**src/rtl/dispatch_pkg.sv**
```systemverilog
// Shared definitions for the round-robin FIFO dispatcher: FSM encoding,
// default widths and the destination-field extractor.
package dispatch_pkg;

    localparam int unsigned DEF_DATA_WIDTH = 6;
    localparam int unsigned DEF_DEST_WIDTH = 2;

    typedef enum logic [1:0] {
        IDLE = 2'd0,
        WAIT = 2'd1,
        HOLD = 2'd2
    } state_t;

    // Destination lives in the top dest_w bits of a data_w-bit word.
    function automatic logic [31:0] dest_of(input logic [31:0] word,
                                            input int unsigned data_w,
                                            input int unsigned dest_w);
        return (word >> (data_w - dest_w)) & ((32'd1 << dest_w) - 32'd1);
    endfunction

endpackage

```
**src/rtl/rr_select.sv**
```systemverilog
// Combinational round-robin picker: first asserted request at or above ptr,
// wrapping modulo N_IN.
module rr_select #(
    parameter int unsigned N_IN  = 4,
    parameter int unsigned PTR_W = 2
) (
    input  logic [N_IN-1:0]  req,
    input  logic [PTR_W-1:0] ptr,
    output logic             any,
    output logic [PTR_W-1:0] gnt
);

    int unsigned idx;

    always_comb begin
        any = 1'b0;
        gnt = '0;
        idx = 0;
        for (int unsigned i = 0; i < N_IN; i++) begin
            idx = (32'(ptr) + i) % N_IN;
            if (!any && req[PTR_W'(idx)]) begin
                any = 1'b1;
                gnt = PTR_W'(idx);
            end
        end
    end

endmodule

```
**src/rtl/fifo_rr_dispatcher.sv**
```systemverilog
// Pops one word at a time from a bank of input FIFOs in round-robin order and
// pushes it to the output FIFO selected by its destination field.
module fifo_rr_dispatcher
    import dispatch_pkg::*;
#(
    parameter int unsigned DATA_WIDTH = DEF_DATA_WIDTH,
    parameter int unsigned DEST_WIDTH = DEF_DEST_WIDTH,
    parameter int unsigned N_IN       = 4,
    parameter int unsigned N_OUT      = 4,
    parameter int unsigned RD_LAT     = 2
) (
    input  logic                       clk,
    input  logic                       reset,
    input  logic [N_IN-1:0]            fifo_empty,
    input  logic [N_IN*DATA_WIDTH-1:0] fifo_data_in,
    input  logic [N_OUT-1:0]           pause_in,
    output logic [N_IN-1:0]            pop,
    output logic [N_OUT-1:0]           push,
    output logic [DATA_WIDTH-1:0]      data_out,
    output logic                       busy
);

    localparam int unsigned PTR_W = (N_IN > 1) ? $clog2(N_IN) : 1;
    localparam int unsigned CNT_W = $clog2(RD_LAT + 1);

    state_t                  state;
    logic [PTR_W-1:0]        rr_ptr;
    logic [PTR_W-1:0]        gnt;
    logic [CNT_W-1:0]        cnt;
    logic [DATA_WIDTH-1:0]   hold;

    logic                    sel_any;
    logic [PTR_W-1:0]        sel_gnt;
    logic [DATA_WIDTH-1:0]   in_words [N_IN];
    logic [DATA_WIDTH-1:0]   cap_word;
    logic [DEST_WIDTH-1:0]   cap_dest;
    logic [DEST_WIDTH-1:0]   hold_dest;

    for (genvar i = 0; i < N_IN; i++) begin : g_unpack
        assign in_words[i] = fifo_data_in[i*DATA_WIDTH +: DATA_WIDTH];
    end

    assign cap_word  = in_words[gnt];
    assign cap_dest  = DEST_WIDTH'(dest_of(32'(cap_word), DATA_WIDTH, DEST_WIDTH));
    assign hold_dest = DEST_WIDTH'(dest_of(32'(hold), DATA_WIDTH, DEST_WIDTH));

    rr_select #(
        .N_IN  (N_IN),
        .PTR_W (PTR_W)
    ) u_rr_select (
        .req (~fifo_empty),
        .ptr (rr_ptr),
        .any (sel_any),
        .gnt (sel_gnt)
    );

    // Only one word is ever in flight, so the input FIFOs' lagging empty
    // flags are never consulted for a FIFO that was just popped.
    always_ff @(posedge clk) begin
        if (reset) begin
            state    <= IDLE;
            rr_ptr   <= '0;
            gnt      <= '0;
            cnt      <= '0;
            hold     <= '0;
            pop      <= '0;
            push     <= '0;
            data_out <= '0;
            busy     <= 1'b0;
        end else begin
            pop  <= '0;
            push <= '0;
            case (state)
                IDLE: begin
                    if (sel_any) begin
                        pop    <= N_IN'(1) << sel_gnt;
                        gnt    <= sel_gnt;
                        cnt    <= CNT_W'(RD_LAT);
                        rr_ptr <= (sel_gnt == PTR_W'(N_IN - 1)) ? '0 : sel_gnt + PTR_W'(1);
                        state  <= WAIT;
                        busy   <= 1'b1;
                    end
                end
                WAIT: begin
                    cnt <= cnt - CNT_W'(1);
                    if (cnt == CNT_W'(1)) begin
                        if (pause_in[cap_dest]) begin
                            hold  <= cap_word;
                            state <= HOLD;
                        end else begin
                            data_out <= cap_word;
                            push     <= N_OUT'(1) << cap_dest;
                            state    <= IDLE;
                            busy     <= 1'b0;
                        end
                    end
                end
                HOLD: begin
                    // Head-of-line blocking: only the held word's own pause matters.
                    if (!pause_in[hold_dest]) begin
                        data_out <= hold;
                        push     <= N_OUT'(1) << hold_dest;
                        state    <= IDLE;
                        busy     <= 1'b0;
                    end
                end
                default: begin
                    state <= IDLE;
                    busy  <= 1'b0;
                end
            endcase
        end
    end

endmodule

```
**config.mk**
```make
export PLATFORM = sky130hd
export DESIGN_NAME = fifo_rr_dispatcher
export DESIGN_NICKNAME = d
export VERILOG_FILES = /design/src/rtl/dispatch_pkg.sv /design/src/rtl/rr_select.sv /design/src/rtl/fifo_rr_dispatcher.sv
export SDC_FILE = /design/constraint.sdc
export NUM_CORES = 1
export LEC_CHECK = 0
export CAP_MARGIN = 20
export CORE_ASPECT_RATIO = 1.25
export CORE_MARGIN = 1
export CORE_UTILIZATION = 49
export CTS_CLUSTER_DIAMETER = 80
export DETAILED_ROUTE_END_ITERATION = 10
export GPL_TIMING_DRIVEN = 0
export PLACE_DENSITY = 0.91
export SLEW_MARGIN = 5
export SYNTH_ARGS = -nofsm -noshare
export SYNTH_HDL_FRONTEND = slang
export SYNTH_SLANG_ARGS = --single-unit
```
**constraint.sdc**
```tcl
create_clock -name clk -period 3.4 [get_ports clk]
set_input_delay 0.68 -clock clk [delete_from_list [all_inputs] [get_ports clk]]
set_output_delay 0.68 -clock clk [all_outputs]
set_load 0.005 [all_outputs]
```
==> parameters.txt, run 1 <==
Parameter                              Value

Setup path
  Cell type of the slowest stage on the worst timing path ... sky130_fd_sc_hd__mux4_2
  Timing startpoint of the critical path ... fifo_data_in[23]
  Critical path buffers and inverters ... 2
  Cell breakdown of the critical path ... clkdlybuf4s50_1, mux4_2, mux2_4, o2bb2ai_2, buf_6, or3_1, a21oi_1
  R2R Setup Slk ... about 1 ns
  Longest individual stage delay on the worst path ... about 0.56 ns
  Worst Setup End Kind ... flip-flop
  Data arrival time of the critical path ... 2.85 ns
  Critical Path Start Type ... input pin
  Cell count along the critical path ... 7
  Worst Reg2Reg Path Length in Cells ... 7
  Source of the worst register-to-register timing path ... gnt[1]$_SDFFE_PP0P_
  Data required time of the worst path ... roughly 3.7 ns
  Cell family contributing the most delay on the critical path ... multiplexers
  Critical Path Fanout Max ... 10
  Crit path kind ... input pin to flip-flop
  Critical Path End ... data_out[3]$_SDFFE_PP0P_
  Worst flop-to-flop path endpoint ... data_out[3]$_SDFFE_PP0P_

Floorplanning
  Chip Height ... 64.9 um
  Area of the core ... 0.00297 mm^2
  Die Wd ... around 52 um
  Count of boundary I/O pins ... 49
  Initial standard-cell utilization of the core ... 52.1%
  Site row count ... 22
  Die ar. ... 0.00339 mm^2

Clocking
  CTS tree ... done
  Buffer count from post-CTS setup fixing ... 0
  Total number of clock tree sinks ... 29
  Post-cts repair resize count ... 0
  Clock H-tree levels ... 2
  Clk Latency, worst-skew pair ... about 0.33 ns
  Root buf cell ... sky130_fd_sc_hd__clkbuf_4
  Clk pin slew, worst setup/hold paths ... 0.09 ns
  Post-CTS Hold Buffers ... 0
  Maximum root-to-sink buffer count ... 2
  Number of CTS-inserted buffers ... 5

Timing
  Final number of max-transition violations ... 0
  Number of endpoints with negative hold slack in the final report ... 0
  Unrepaired setup endpoints after global routing ... no
  Final setup margin ... a little over 0.8 ns
  Slew at the pin closest to its max-slew limit ... slightly above 0.7 ns
  Crit share post-route ... 76.3%
  Maximum frequency from static timing analysis ... just under 0.4 GHz
  Worst clock skew ... ~0.0064 ns
  Tmin final ... 2.60 ns
  # setup viols final ... 0
  Total negative slack ... 0 ns
  Max-Slew Margin vs Limit ... 51.8%

Power
  VDD IR-drop max ... about 430 uV
  Standby leakage power ... around 0.8 nW
  Power per unit of standard cell area ... 480 mW/mm^2

Synth
  Proportion of register bits with asynchronous set or reset after synthesis ... 0%
  Seq/Total Area, Yosys ... 37.5%
  Total nets after synthesis ... between 200 and 250
  Synthesized netlist cell count ... between 150 and 200
  Number of enable-type register cells in the synthesized netlist ... 0
  Flops & latches, synth ... 29
  Post-Synthesis Cell Area ... 0.00155 mm^2
  Warnings, synthesis ... 0
  Flip-flop cell with the highest count after synthesis ... sky130_fd_sc_hd__dfxtp_1
  Mean area per synthesized cell ... ~9 um^2
  Unique masters post-synth ... 34

Run
  Max-cap violations ... 0

Global route
  All-layer global routing usage ... approximately 25%
  Initial antenna violation count ... 0
  Wire length of the first global-routing pass ... about 6.2 mm
  Largest net degree at the start of global routing ... 11
  Via count of the first global-routing pass ... 1,390
  Overflow after GRT ... 0

Placement
  Port Buf Inserts ... between 40 and 50
  Dpl ws ... 0.489 ns
  RD Place Congestion ... 0.946
  Detail Placement HPWL ... approximately 2.9 mm

Final layout
  Number of nets in the layout ... ~260
  Storage element area ... around 580 um^2
  Synth-to-Final Area Change ... 39.4%
  Area taken by multi-input logic gates ... 897 um^2
  Share of cells above drive strength 1 ... 8.93%
  Count of filler cells inserted in the layout ... between 200 and 250
  Number of diodes added for antenna fixing ... 0

Detailed routing
  DR DRC count ... 0
  Via Count ... around 1,400
  Number of DRC markers after the initial detailed-route iteration ... 27
  DRT Wirelength ... between 3 and 4 mm
  Drt wl/cell ... ~15 um
  Via-to-Cell Ratio ... around 5.5
  Number of iterations in the first detailed-routing pass ... 4
  Antenna Nets Post-Route ... 0

Min path
  Path type of the worst min-delay path ... flip-flop to flip-flop

Status
  Outcome ... finished clean
[routing by layer]
layer	vias up	GRT usage (%)	wire [um]
met3	4	7.98	244
met4	0	8.88	32
met2	51	43.4	1940
met5	-	0	0
met1	664	28.7	1560
li1	714	-	-
[worst min path at each step]
stage                                   startpoint                        to  slack (ns)  cells past startpoint
after global placement    data_out[4]$_SDFFE_PP0P_  data_out[4]$_SDFFE_PP0P_        0.46                      2
after detailed placement  data_out[0]$_SDFFE_PP0P_  data_out[0]$_SDFFE_PP0P_        0.47                      2
after floorplan               hold[0]$_SDFFE_PP0P_      hold[0]$_SDFFE_PP0P_        0.46                      2
after global routing      data_out[0]$_SDFFE_PP0P_  data_out[0]$_SDFFE_PP0P_        0.51                      2
after CTS                 data_out[0]$_SDFFE_PP0P_  data_out[0]$_SDFFE_PP0P_        0.49                      2
final                     data_out[0]$_SDFFE_PP0P_  data_out[0]$_SDFFE_PP0P_        0.50                      2
[synthesized netlist by cell type, types with 2 or more instances]
library cell	number	area share, %
sky130_fd_sc_hd__dfxtp_1	29	37
sky130_fd_sc_hd__nor2_1	19	4.6
sky130_fd_sc_hd__mux2i_1	13	8.4
sky130_fd_sc_hd__a21oi_1	12	3.9
sky130_fd_sc_hd__nand2_1	11	2.7
sky130_fd_sc_hd__inv_1	8	1.9
sky130_fd_sc_hd__o21ai_0	8	2.6
sky130_fd_sc_hd__mux4_2	7	10
sky130_fd_sc_hd__or3_1	7	2.8
sky130_fd_sc_hd__nand2b_1	6	2.4
sky130_fd_sc_hd__clkbuf_1	5	1.2
sky130_fd_sc_hd__nor2b_1	5	2.0
sky130_fd_sc_hd__nor3_1	5	1.6
sky130_fd_sc_hd__ha_1	4	3.2
sky130_fd_sc_hd__nand3_1	3	0.97
sky130_fd_sc_hd__o21a_1	3	1.5
sky130_fd_sc_hd__o22ai_1	3	1.2
sky130_fd_sc_hd__a21boi_0	2	0.97
sky130_fd_sc_hd__buf_6	2	1.5
sky130_fd_sc_hd__or2_2	2	0.81
[worst register-to-register path, cell delays in order (launching register included)]
cell	delay (ns)
sky130_fd_sc_hd__dfxtp_1	0.31
sky130_fd_sc_hd__clkbuf_1	0.34
sky130_fd_sc_hd__mux4_2	0.45
sky130_fd_sc_hd__mux2_4	0.35
sky130_fd_sc_hd__o2bb2ai_2	0.15
sky130_fd_sc_hd__buf_6	0.16
sky130_fd_sc_hd__or3_1	0.37
sky130_fd_sc_hd__a21oi_1	0.16
[sequential cells by signal, indices dropped and copies added (netlist names)]
register,count
rr_ptr,2
cnt,2
busy,1
push,4
hold,6
state,2
pop,4
data_out,6
gnt,2
[power breakdown]
part | switching, W | internal (W) | total (W)
Sequential | 0.0000210 | 0.000378 | 0.000399
Combinational | 0.000160 | 0.000179 | 0.000339
Clock | 0.000122 | 0.000176 | 0.000297
Total | 0.000303 | 0.000733 | 0.00104
[logic make-up after synthesis]
family / share of synthesized area [%]
compound gates: 16.4
fa+ha+maj: 3.23
buf+inv: 4.60
flops: 37.5
mux: 19.5
simple gates: 18.7
[layout make-up]
cell class,instances,share of cell area [%]
Multi-Input combinational cell,124,41.5
Tap cell,36,2.09
Sequential cell,29,26.9
Clock buffer,7,2.55
Buffer,7,1.91
Clock inverter,1,1.39
Timing Repair Buffer,48,22.2
Inverter,8,1.39
[layout by cell type (no fill, tap or decap), types with 7 or more instances in the layout]
cell type                         count
sky130_fd_sc_hd__nor2_1              19
sky130_fd_sc_hd__nand2_1             11
sky130_fd_sc_hd__clkdlybuf4s50_1     48
sky130_fd_sc_hd__a21oi_1             12
sky130_fd_sc_hd__mux4_2               7
sky130_fd_sc_hd__dfxtp_1             29
sky130_fd_sc_hd__o21ai_0              8
sky130_fd_sc_hd__or3_1                7
sky130_fd_sc_hd__inv_1                8
sky130_fd_sc_hd__mux2i_1             13
[through the flow]
stage / hold WS, ns / cells / cell area (um^2) / utilization (%) / total power (W)
global route: 0.510 / 260 / 2160 / 72.6 / 0.00110
finish: 0.504 / 260 / 2160 / 72.6 / 0.00104
CTS: 0.485 / 260 / 2160 / 72.6 / 0.00104
floorplan: 0.460 / 168 / 1550 / - / 0.000615
global placement: 0.459 / 252 / 2070 / 69.8 / 0.000731
detailed placement: 0.472 / 252 / 2070 / 69.8 / 0.000741
No activity file was read; power rests on OpenSTA's default activity.
==> inputs of run 2 (changes only) <==
--- a/config.mk
+++ b/config.mk
@@ -8,11 +8,11 @@
 export CAP_MARGIN = 20
 export CORE_ASPECT_RATIO = 1.25
 export CORE_MARGIN = 1
-export CORE_UTILIZATION = 49
+export CORE_UTILIZATION = 41
 export CTS_CLUSTER_DIAMETER = 80
 export DETAILED_ROUTE_END_ITERATION = 10
 export GPL_TIMING_DRIVEN = 0
-export PLACE_DENSITY = 0.91
+export PLACE_DENSITY = 0.82
 export SLEW_MARGIN = 5
 export SYNTH_ARGS = -nofsm -noshare
 export SYNTH_HDL_FRONTEND = slang
==> constraint.sdc (replaced) <==
create_clock -name clk -period 2.2 [get_ports clk]
set_input_delay 0.44 -clock clk [delete_from_list [all_inputs] [get_ports clk]]
set_output_delay 0.44 -clock clk [all_outputs]
set_load 0.005 [all_outputs]
==> run 2 against run 1 <==
  * The run now ends with DRC left
  * Cell area up 5.4%
  * Largest power group unchanged
  * Hold slack worse by 0.033 ns
  * Final cell count up 3.5%
  * Flip-flop and latch count unchanged
  * First-iteration DRC count up 44%
  * Combinational power up 75%
  * Setup slack worse by 0.76 ns
  * Largest cell class unchanged
  * Via count up 3.3%
  * Clock skew down 0.0022 ns
==> parameters.txt, run 2 (synthesis results as in run 1) <==
Parameter                              Value

Final layout
  Non-Filler Instances ... 269 (was 260)
  Most common cell after layout, fill and taps aside ... sky130_fd_sc_hd__clkdlybuf4s50_1 (unchanged)
  Synth-to-Final Area Change ... 47.0% (was 39.4%)
  Largest registers ... data_out (6), hold (6) (unchanged)
  Utilization after layout ... 64.3% (was 72.6%)
  Number of diodes added for antenna fixing ... 0 (unchanged)
  Leading cell types in the layout, fill and taps excluded ... sky130_fd_sc_hd__clkdlybuf4s50_1, sky130_fd_sc_hd__dfxtp_1, sky130_fd_sc_hd__nor2_1 (unchanged)
  Share of cells above drive strength 1 ... 16.1% (was 8.93%)
  Count of filler cells inserted in the layout ... 298 (was 235)
  Number of nets in the layout ... 268 (was 261)

Placement
  Dpl ws ... -0.542 ns (was 0.489 ns)
  RD Place Congestion ... 0.866 (was 0.946)
  Port Buf Inserts ... 48 (unchanged)
  Cells after DPL ... 255 (was 252)
  Detail Placement HPWL ... 2.78 mm (was 2.86 mm)

Setup path
  Crit path kind ... flip-flop to flip-flop (was input pin to flip-flop)
  Longest individual stage delay on the worst path ... 0.57 ns (was 0.56 ns)
  Timing startpoint of the critical path ... gnt[0]$_SDFFE_PP0P_ (was fifo_data_in[23])
  Cell type of the slowest stage on the worst timing path ... sky130_fd_sc_hd__mux4_2 (unchanged)
  Cell breakdown of the critical path ... buf_6, mux4_2, mux2_4, o2bb2ai_4, buf_6, or3_4, a21oi_2 (was clkdlybuf4s50_1, mux4_2, mux2_4, o2bb2ai_2, buf_6, or3_1, a21oi_1)
  Critical Path Fanout Max ... 5 (was 10)
  Critical Path Start Type ... flip-flop (was input pin)
  Source of the worst register-to-register timing path ... gnt[0]$_SDFFE_PP0P_ (was gnt[1]$_SDFFE_PP0P_)
  Cell family contributing the most delay on the critical path ... multiplexers (unchanged)
  Data arrival time of the critical path ... 2.36 ns (was 2.85 ns)
  Data required time of the worst path ... 2.41 ns (was 3.66 ns)
  Worst Setup End Kind ... flip-flop (unchanged)
  Critical path buffers and inverters ... 2 (unchanged)
  Most used cell, CP ... sky130_fd_sc_hd__buf_6

Power
  Switching Fraction ... 30.3% (was 29.2%)
  Power share of the clock group ... 26.5% (was 28.7%)
  Share of power burned in registers ... 37.7% (was 38.5%)
  Combinational power share ... 35.8% (was 32.8%)
  Internal power contribution ... 0.00116 W (was 0.000733 W)
  Net switching power ... 0.000503 W (was 0.000303 W)
  Overall power of the completed layout ... 0.00166 W (was 0.00104 W)
  Standby leakage power ... 0.857 nW (was 0.782 nW)
  VDD IR-drop max ... 398 uV (was 433 uV)
  Power per unit of standard cell area ... 729 mW/mm^2 (was 480 mW/mm^2)

Global route
  Largest net degree at the start of global routing ... 11 (unchanged)
  All-layer global routing usage ... 20.0% (was 25.3%)
  Met1 routing resource usage after global routing ... 21.6% (was 28.7%)
  Initial antenna violation count ... 0 (unchanged)
  Global routing usage on met3 ... 6.22% (was 7.98%)
  Overflow after GRT ... 0 (unchanged)
  Grt peak-use layer ... met2 (unchanged)
  Wire length of the first global-routing pass ... 6.16 mm (was 6.21 mm)
  Met2 Resource Use GR ... 35.4% (was 43.4%)
  Via count of the first global-routing pass ... 1,472 (was 1,390)

Detailed routing
  Number of DRC markers after the initial detailed-route iteration ... 39 (was 27)
  Drt wl/cell ... 14.3 um (was 14.5 um)
  Via Count ... 1,481 (was 1,433)
  DRT Wirelength ... 3.85 mm (was 3.78 mm)
  Number of iterations in the first detailed-routing pass ... 7 (was 4)
  DR DRC count ... 8 (was 0)
  Via-to-Cell Ratio ... 5.51 (about the same)
  Antenna Nets Post-Route ... 0 (unchanged)

Min path
  Path type of the worst min-delay path ... input pin to flip-flop (was flip-flop to flip-flop)
  Launch instance of the worst min-delay path ... pause_in[2] (was data_out[0]$_SDFFE_PP0P_)

Run
  Max-cap violations ... 0 (unchanged)

Clocking
  Post-CTS Hold Buffers ... 0 (unchanged)
  CTS tree ... done (unchanged)
  Clock H-tree levels ... 2 (unchanged)
  Maximum root-to-sink buffer count ... 2 (unchanged)
  Clk pin slew, worst setup/hold paths ... 0.06 ns (was 0.09 ns)
  Number of CTS-inserted buffers ... 5 (unchanged)
  Total number of clock tree sinks ... 29 (unchanged)
  Root buf cell ... sky130_fd_sc_hd__clkbuf_8 (was sky130_fd_sc_hd__clkbuf_4)
  Clk Latency, worst-skew pair ... 0.28 ns (was 0.33 ns)

Floorplanning
  Count of boundary I/O pins ... 49 (unchanged)
  Die Wd ... 57.0 um (was 52.3 um)
  Site row count ... 24 (was 22)
  Chip Height ... 70.7 um (was 64.9 um)
  Initial standard-cell utilization of the core ... 43.7% (was 52.1%)
  Die ar. ... 0.00403 mm^2 (was 0.00339 mm^2)
  Area of the core ... 0.00354 mm^2 (was 0.00297 mm^2)

Timing
  Number of endpoints with negative hold slack in the final report ... 0 (unchanged)
  Slew at the pin closest to its max-slew limit ... 0.698 ns (was 0.722 ns)
  Worst clock skew ... 0.00425 ns (was 0.00641 ns)
  # setup viols final ... 0 (unchanged)
  Maximum frequency from static timing analysis ... ~0.46 GHz
  Crit share post-route ... between 90% and 100%
  Tmin final ... 2.15 ns
  Final setup margin ... 0.0489 ns (was 0.805 ns)
  Max-Slew Margin vs Limit ... 53.5% (was 51.8%)
  Final number of max-transition violations ... 0 (unchanged)

Status
  Outcome ... complete, but fails checks (was finished clean)
  Violated checks ... DRC
-- run 2: layer usage --
metal,up-vias,share of wire [%]
li1,724,-
met1,676,38
met2,70,51
met3,11,9.0
met4,0,2.1
met5,-,0
-- run 2: stage by stage --
step           cell area, um^2  TNS (ns)  hold WS, ns
5_1_grt                   2280   -0.0738        0.467
6_report                  2280         0        0.470
2_1_floorplan             1550         0        0.460
3_3_place_gp              2080     -5.92        0.460
4_1_cts                   2240         0        0.473
3_5_place_dp              2080     -6.09        0.464
-- run 2: final cells by class --
cell class              instances  area, um^2  share of cell area [%]
plain buffers                   6        41.3                    1.81
clock buffers                   7        86.3                    3.79
inverters                       8        30.0                    1.32
multi-input cells             124         950                    41.7
flip-flops and latches         29         581                    25.5
well taps                      39        48.8                    2.14
repair buffers                 56         541                    23.7
-- run 2: worst paths after layout --
kind / endpoint / slack (ns) / cells past startpoint
min: push[2]$_SDFF_PP0_ / 0.47 / 2
max reg2reg: data_out[4]$_SDFFE_PP0P_ / 0.05 / 7
max: data_out[4]$_SDFFE_PP0P_ / 0.05 / 7
min reg2reg: data_out[3]$_SDFFE_PP0P_ / 0.47 / 2
-- run 2: power by group through the flow --
stage | registers (W) | clock network [W] | logic, W
6_report | 0.000625 | 0.000440 | 0.000594
5_1_grt | 0.000634 | 0.000466 | 0.000645
4_1_cts | 0.000625 | 0.000449 | 0.000564
3_5_place_dp | 0.000629 | 0 | 0.000519
3_3_place_gp | 0.000626 | 0 | 0.000511
2_1_floorplan | 0.000626 | 0 | 0.000324
-- run 2: what timing repair did --
item / 4_1_cts / 5_1_grt
endpoints found under the setup margin: 14 / 10
pin swaps: 4 / 0
gates resized for setup: 11 / 14
setup buffers: 7 / 1
